===== src/rtl/imem_uart_loader.sv =====
// Boot loader: receives a little-endian program image over an 8N1 UART, writes it
// word by word into instruction memory and holds the CPU in reset until loading completes.
module imem_uart_loader #(
  parameter int CLKS_PER_BIT = 868,
  parameter int ADDR_WIDTH   = 8
) (
  input  logic                  clock,
  input  logic                  reset,
  input  logic                  uart_rx,
  input  logic                  reload,
  output logic                  imem_we,
  output logic [ADDR_WIDTH-1:0] imem_addr,
  output logic [31:0]           imem_wdata,
  output logic                  cpu_reset,
  output logic                  load_done,
  output logic                  load_error
);

  localparam int                CNT_W     = $clog2(CLKS_PER_BIT);
  localparam logic [CNT_W-1:0]  BIT_LAST  = CNT_W'(CLKS_PER_BIT - 1);
  localparam logic [CNT_W-1:0]  HALF_LAST = CNT_W'(CLKS_PER_BIT / 2 - 1);
  localparam logic [16:0]       MAX_WORDS = 17'(1) << ADDR_WIDTH;

  typedef enum logic [1:0] {RX_IDLE, RX_START, RX_DATA, RX_STOP} rx_state_t;
  typedef enum logic [2:0] {LD_CNT_LO, LD_CNT_HI, LD_DATA, LD_WRITE, LD_DONE, LD_ERROR} ld_state_t;

  // ---------------- UART receiver ----------------
  logic             rx_meta, rx_sync;
  rx_state_t        rx_state_q, rx_state_d;
  logic [CNT_W-1:0] clk_cnt_q, clk_cnt_d;
  logic [2:0]       bit_idx_q, bit_idx_d;
  logic [7:0]       shift_q, shift_d;
  logic             byte_valid_q, byte_valid_d;
  logic             frame_err_q, frame_err_d;

  // Synchroniser resets to the idle-high line level so reset release never looks like a start bit.
  always_ff @(posedge clock or negedge reset) begin
    if (!reset) begin
      rx_meta <= 1'b1;
      rx_sync <= 1'b1;
    end else begin
      rx_meta <= uart_rx;
      rx_sync <= rx_meta;
    end
  end

  // NOTE: every combinational output gets a default first so no path leaves it unassigned (no latches).
  always_comb begin
    rx_state_d   = rx_state_q;
    clk_cnt_d    = clk_cnt_q + 1'b1;
    bit_idx_d    = bit_idx_q;
    shift_d      = shift_q;
    byte_valid_d = 1'b0;
    frame_err_d  = 1'b0;
    case (rx_state_q)
      RX_IDLE: begin
        clk_cnt_d = '0;
        if (!rx_sync) rx_state_d = RX_START;
      end
      RX_START: if (clk_cnt_q == HALF_LAST) begin
        clk_cnt_d  = '0;
        bit_idx_d  = '0;
        rx_state_d = rx_sync ? RX_IDLE : RX_DATA;
      end
      RX_DATA: if (clk_cnt_q == BIT_LAST) begin
        clk_cnt_d = '0;
        shift_d   = {rx_sync, shift_q[7:1]};
        bit_idx_d = bit_idx_q + 1'b1;
        if (bit_idx_q == 3'd7) rx_state_d = RX_STOP;
      end
      RX_STOP: if (clk_cnt_q == BIT_LAST) begin
        clk_cnt_d    = '0;
        byte_valid_d = rx_sync;
        frame_err_d  = !rx_sync;
        rx_state_d   = RX_IDLE;
      end
      default: rx_state_d = RX_IDLE;
    endcase
  end

  // NOTE: sequential state is updated only with non-blocking assignments so all flops see pre-edge values.
  always_ff @(posedge clock or negedge reset) begin
    if (!reset) begin
      rx_state_q   <= RX_IDLE;
      clk_cnt_q    <= '0;
      bit_idx_q    <= '0;
      shift_q      <= '0;
      byte_valid_q <= 1'b0;
      frame_err_q  <= 1'b0;
    end else begin
      rx_state_q   <= rx_state_d;
      clk_cnt_q    <= clk_cnt_d;
      bit_idx_q    <= bit_idx_d;
      shift_q      <= shift_d;
      byte_valid_q <= byte_valid_d;
      frame_err_q  <= frame_err_d;
    end
  end

  // ---------------- Image loader ----------------
  ld_state_t             ld_state_q, ld_state_d;
  logic [15:0]           count_q, count_d;
  logic [ADDR_WIDTH:0]   word_cnt_q, word_cnt_d;
  logic [1:0]            byte_idx_q, byte_idx_d;
  logic [23:0]           lanes_q, lanes_d;
  logic [ADDR_WIDTH-1:0] addr_d;
  logic [31:0]           wdata_d;
  logic [15:0]           n_words;
  logic                  last_word;

  assign n_words   = {shift_q, count_q[7:0]};
  assign last_word = (17'(word_cnt_q) + 17'd1) == {1'b0, count_q};

  always_comb begin
    ld_state_d = ld_state_q;
    count_d    = count_q;
    word_cnt_d = word_cnt_q;
    byte_idx_d = byte_idx_q;
    lanes_d    = lanes_q;
    addr_d     = imem_addr;
    wdata_d    = imem_wdata;
    case (ld_state_q)
      LD_CNT_LO:
        if (frame_err_q) ld_state_d = LD_ERROR;
        else if (byte_valid_q) begin
          count_d[7:0] = shift_q;
          ld_state_d   = LD_CNT_HI;
        end
      LD_CNT_HI:
        if (frame_err_q) ld_state_d = LD_ERROR;
        else if (byte_valid_q) begin
          count_d[15:8] = shift_q;
          byte_idx_d    = '0;
          if ({1'b0, n_words} > MAX_WORDS) ld_state_d = LD_ERROR;
          else if (n_words == 16'd0)       ld_state_d = LD_DONE;
          else                             ld_state_d = LD_DATA;
        end
      LD_DATA:
        if (frame_err_q) ld_state_d = LD_ERROR;
        else if (byte_valid_q) begin
          byte_idx_d = byte_idx_q + 1'b1;
          if (byte_idx_q == 2'd3) begin
            // Word is captured here so address/data are stable for the whole write cycle.
            wdata_d    = {shift_q, lanes_q};
            addr_d     = word_cnt_q[ADDR_WIDTH-1:0];
            ld_state_d = LD_WRITE;
          end else begin
            lanes_d[{byte_idx_q, 3'b000} +: 8] = shift_q;
          end
        end
      LD_WRITE: begin
        word_cnt_d = word_cnt_q + 1'b1;
        byte_idx_d = '0;
        ld_state_d = last_word ? LD_DONE : LD_DATA;
      end
      LD_DONE, LD_ERROR:
        if (reload) begin
          count_d    = '0;
          word_cnt_d = '0;
          byte_idx_d = '0;
          ld_state_d = LD_CNT_LO;
        end
      default: ld_state_d = LD_ERROR;
    endcase
  end

  always_ff @(posedge clock or negedge reset) begin
    if (!reset) begin
      ld_state_q <= LD_CNT_LO;
      count_q    <= '0;
      word_cnt_q <= '0;
      byte_idx_q <= '0;
      lanes_q    <= '0;
      imem_addr  <= '0;
      imem_wdata <= '0;
    end else begin
      ld_state_q <= ld_state_d;
      count_q    <= count_d;
      word_cnt_q <= word_cnt_d;
      byte_idx_q <= byte_idx_d;
      lanes_q    <= lanes_d;
      imem_addr  <= addr_d;
      imem_wdata <= wdata_d;
    end
  end

  assign imem_we    = (ld_state_q == LD_WRITE);
  assign cpu_reset  = (ld_state_q != LD_DONE);
  assign load_done  = (ld_state_q == LD_DONE);
  assign load_error = (ld_state_q == LD_ERROR);

endmodule


===== config.mk =====
export PLATFORM = sky130hd
export DESIGN_NAME = imem_uart_loader
export DESIGN_NICKNAME = d
export VERILOG_FILES = /design/src/rtl/imem_uart_loader.sv
export SDC_FILE = /design/constraint.sdc
export NUM_CORES = 1
export LEC_CHECK = 0
export CAP_MARGIN = 20
export CORE_AREA = 2 2 76 151
export CTS_CLUSTER_SIZE = 14
export DETAILED_ROUTE_END_ITERATION = 10
export DIE_AREA = 0 0 78 153
export GPL_ROUTABILITY_DRIVEN = 1
export PLACE_DENSITY = 0.85
export SLEW_MARGIN = 10
export SYNTH_ARGS = -nofsm -noshare
export SYNTH_HDL_FRONTEND = slang
export SYNTH_SLANG_ARGS = --single-unit

===== constraint.sdc =====
create_clock -name clock -period 2.2 [get_ports clock]
set_input_delay 0.44 -clock clock [delete_from_list [all_inputs] [get_ports clock]]
set_output_delay 0.44 -clock clock [all_outputs]
set_load 0.1 [all_outputs]

==> impl_metrics.tcl <==
set metrics [dict create \
    crit_path_max_incr_delay_ns 0.63 \
    grt_pass1_vias 4341 \
    slew_violations 0 \
    final_cell_mix "117 x dfrtp_1, 67 x buf_4, 59 x o21ai_0" \
    cp.depth 4 \
    antenna_cells 0 \
    crit_chain "or3b_1, or4_4, nor2_8, mux2_2" \
    numPortBuffers 47 \
    yosys_warnings 0 \
    worst_ep_required_time_ns 2.49 \
    power_uw 5540 \
    startpoint "clk_cnt_q[2]" \
    ir_drop_mv 0.703 \
    final_core_util 0.626 \
    final_common_cell "dfrtp_1" \
    clk_latency_ns 0.42 \
    place_inst 696 \
    r2r_slack_ns 0.04 \
    power_leakage_uw 0.00326 \
    drcViolationCount 0 \
    ys_types 63 \
    cts_buffer_depth 2 \
    worst_pin_slew_ns 0.589 \
    cts_tree "yes" \
    rows 54 \
    slowest_stage "or4_4" \
    r2r_end "shift_q[1]" \
    ys_seq_area_frac 0.550 \
    r2r_cells 4 \
    hpwl_um 9070 \
    grt_setup_unrepaired "no" \
    die_x_um 78 \
    grt_usage 0.231 \
    synth_edf_count 0 \
    totalWireLength_um 12900 \
    synthArstFlopShare 1.00 \
    dieArea_um2 11900 \
    worstReg2RegStart "clk_cnt_q[2]" \
    drive_above_1_share 0.270 \
    place_area_um2 6210 \
    vias 4132 \
    avgSynthCellArea_um2 10.8 \
    syn-instance-count 512 \
    cap_viol_max_count 0 \
    dp_slack_ns 0.0551 \
    hold_buffers 0 \
    slew_headroom 0.607 \
    ios 48 \
    critPathTopFamily "simple AND/OR/NAND/NOR gates" \
    ys_ff_latch 121 \
    fmax_mhz 463 \
    syn_to_final_growth_pct 22.8 \
    fin_crit_sh 0.983 \
    fin_ws_ns 0.0380 \
    period_needed_ns 2.16 \
    numCtsBuffers 17 \
    gp_congestion 0.906 \
    grt_pass1_wl_um 21300 \
    ys.flop_type "dfrtp_1" \
    cts_sinks 121 \
    critPathLaunchType "flip-flop" \
    instances_no_fill 728 \
    worst-path-buf-inv 0 \
    cts.reportedPaths.clkPinSlew_ns 0.05 \
    crit_type "flip-flop to flip-flop" \
    fin_skew_ns 0.0102 \
    status "finished clean" \
    crit_arrival_ns 2.45 \
    dr.pass1.iters 4 \
    crit_path_end_kind "flip-flop" \
    htree_levels 4 \
    grt_overflow 0 \
    syn-num-nets 526 \
    endpoint "shift_q[1]" \
    ant_nets 0 \
    grt_max_degree 54 \
    hp-class "primary input to async pin" \
    setup_viol 0 \
    power_density_nw_per_um2 818 \
    netlist_area_um2 5510 \
    nNetsFinal 589 \
    die_h_um 153 \
    cts_root_buf "clkbuf_16" \
    post_cts_buffers 0 \
    wl_per_cell_um 17.7 \
    final_hold_viol_count 0 \
    final_area_um2 6770 \
    start_util 0.510 \
    drt-initial-drc-count 284 \
    crit_fanout 8 \
    grt_antenna_before_repair 0 \
    core_um2 10800 \
    via_per_inst 5.68 \
    num-fill-cells 852 \
]
## through the flow
stage | TNS [ns] | hold WS, ns
final | 0 | 0.0244
after global routing | 0 | 0.0556
after CTS | 0 | 0.0319
after detailed placement | 0 | 0.354
after global placement | 0 | 0.349
after floorplan | -0.0736 | 0.144
## kinds of logic after synthesis
| family | after synthesis | synth area share |
|---|---|---|
| adder cells (fa/ha/maj) | 11 | 0.0245 |
| buffers and inverters | 65 | 0.0472 |
| XOR/XNOR | 16 | 0.0254 |
| multiplexers | 42 | 0.0856 |
| AND/OR/NAND/NOR | 150 | 0.146 |
| flip-flops | 121 | 0.550 |
| AO/OA/AOI/OAI | 107 | 0.121 |
## worst min-delay path by stage
stage | to | startpoint | cells after the start | slack, ns
after global placement | rx_sync | rx_meta | 0 | 0.35
after CTS | imem_wdata[16] | reset | 1 | 0.03
after detailed placement | rx_sync | rx_meta | 0 | 0.35
final | imem_wdata[22] | reset | 1 | 0.02
after floorplan | async pin | reset | 0 | 0.14
after global routing | imem_wdata[29] | reset | 1 | 0.06
## layer usage
metal  up-vias  global-route usage  part of all wire
met1      2078               0.237              0.35
met4         0               0.132             0.040
met2       108               0.417              0.57
met5         -                   0                 0
met3        38              0.0567             0.036
li1       1908                   -                 -
## registers in the layout (all words and copies together), names as in the netlist, named ones only
signal / count
imem_wdata: 32
byte_idx_q: 2
byte_valid_q: 1
rx_meta: 1
bit_idx_q: 3
rx_state_q: 1
word_cnt_q: 9
frame_err_q: 1
shift_q: 8
clk_cnt_q: 10
count_q: 16
rx_sync: 1
imem_addr: 8
ld_state_q: 3
lanes_q: 24
## report_power, final
part	switching, uW	total [uW]	internal [uW]
sequential	54.7	2310	2250
combinational	454	682	228
clock	949	2550	1600
total	1460	5540	4080
## final cells by class
type	count	area [um2]	area share
tap	140	175	0.0259
clock buffer	23	468	0.0691
sequential	121	3030	0.448
inverter	34	133	0.0196
multi-input combinational	326	2240	0.331
clock inverter	9	76.3	0.0113
timing repair buffer	75	643	0.0950
## synth_stat cells (all sizes together) (6+ instances only)
cell    count  area, um2
nor2       21       95.1
a22o       10       87.6
nor3        6       35.0
nand3      30        155
and3        8       50.1
clkbuf     20       76.3
ha         10        125
buf        11       56.3
a21oi       8       40.0
inv        33        124
xnor2       8       70.1
nand2      48        183
xor2        8       70.1
dfrtp     119       2980
mux2       38        432
o21ai      60        312
nor3b       7       67.6
## repair_timing
| item | CTS | global route |
|---|---|---|
| endpoints found under the setup margin | 2 | 3 |
| cloned | 0 | 0 |
| resized for setup | 1 | 3 |
(Power assumes the default switching activity.)
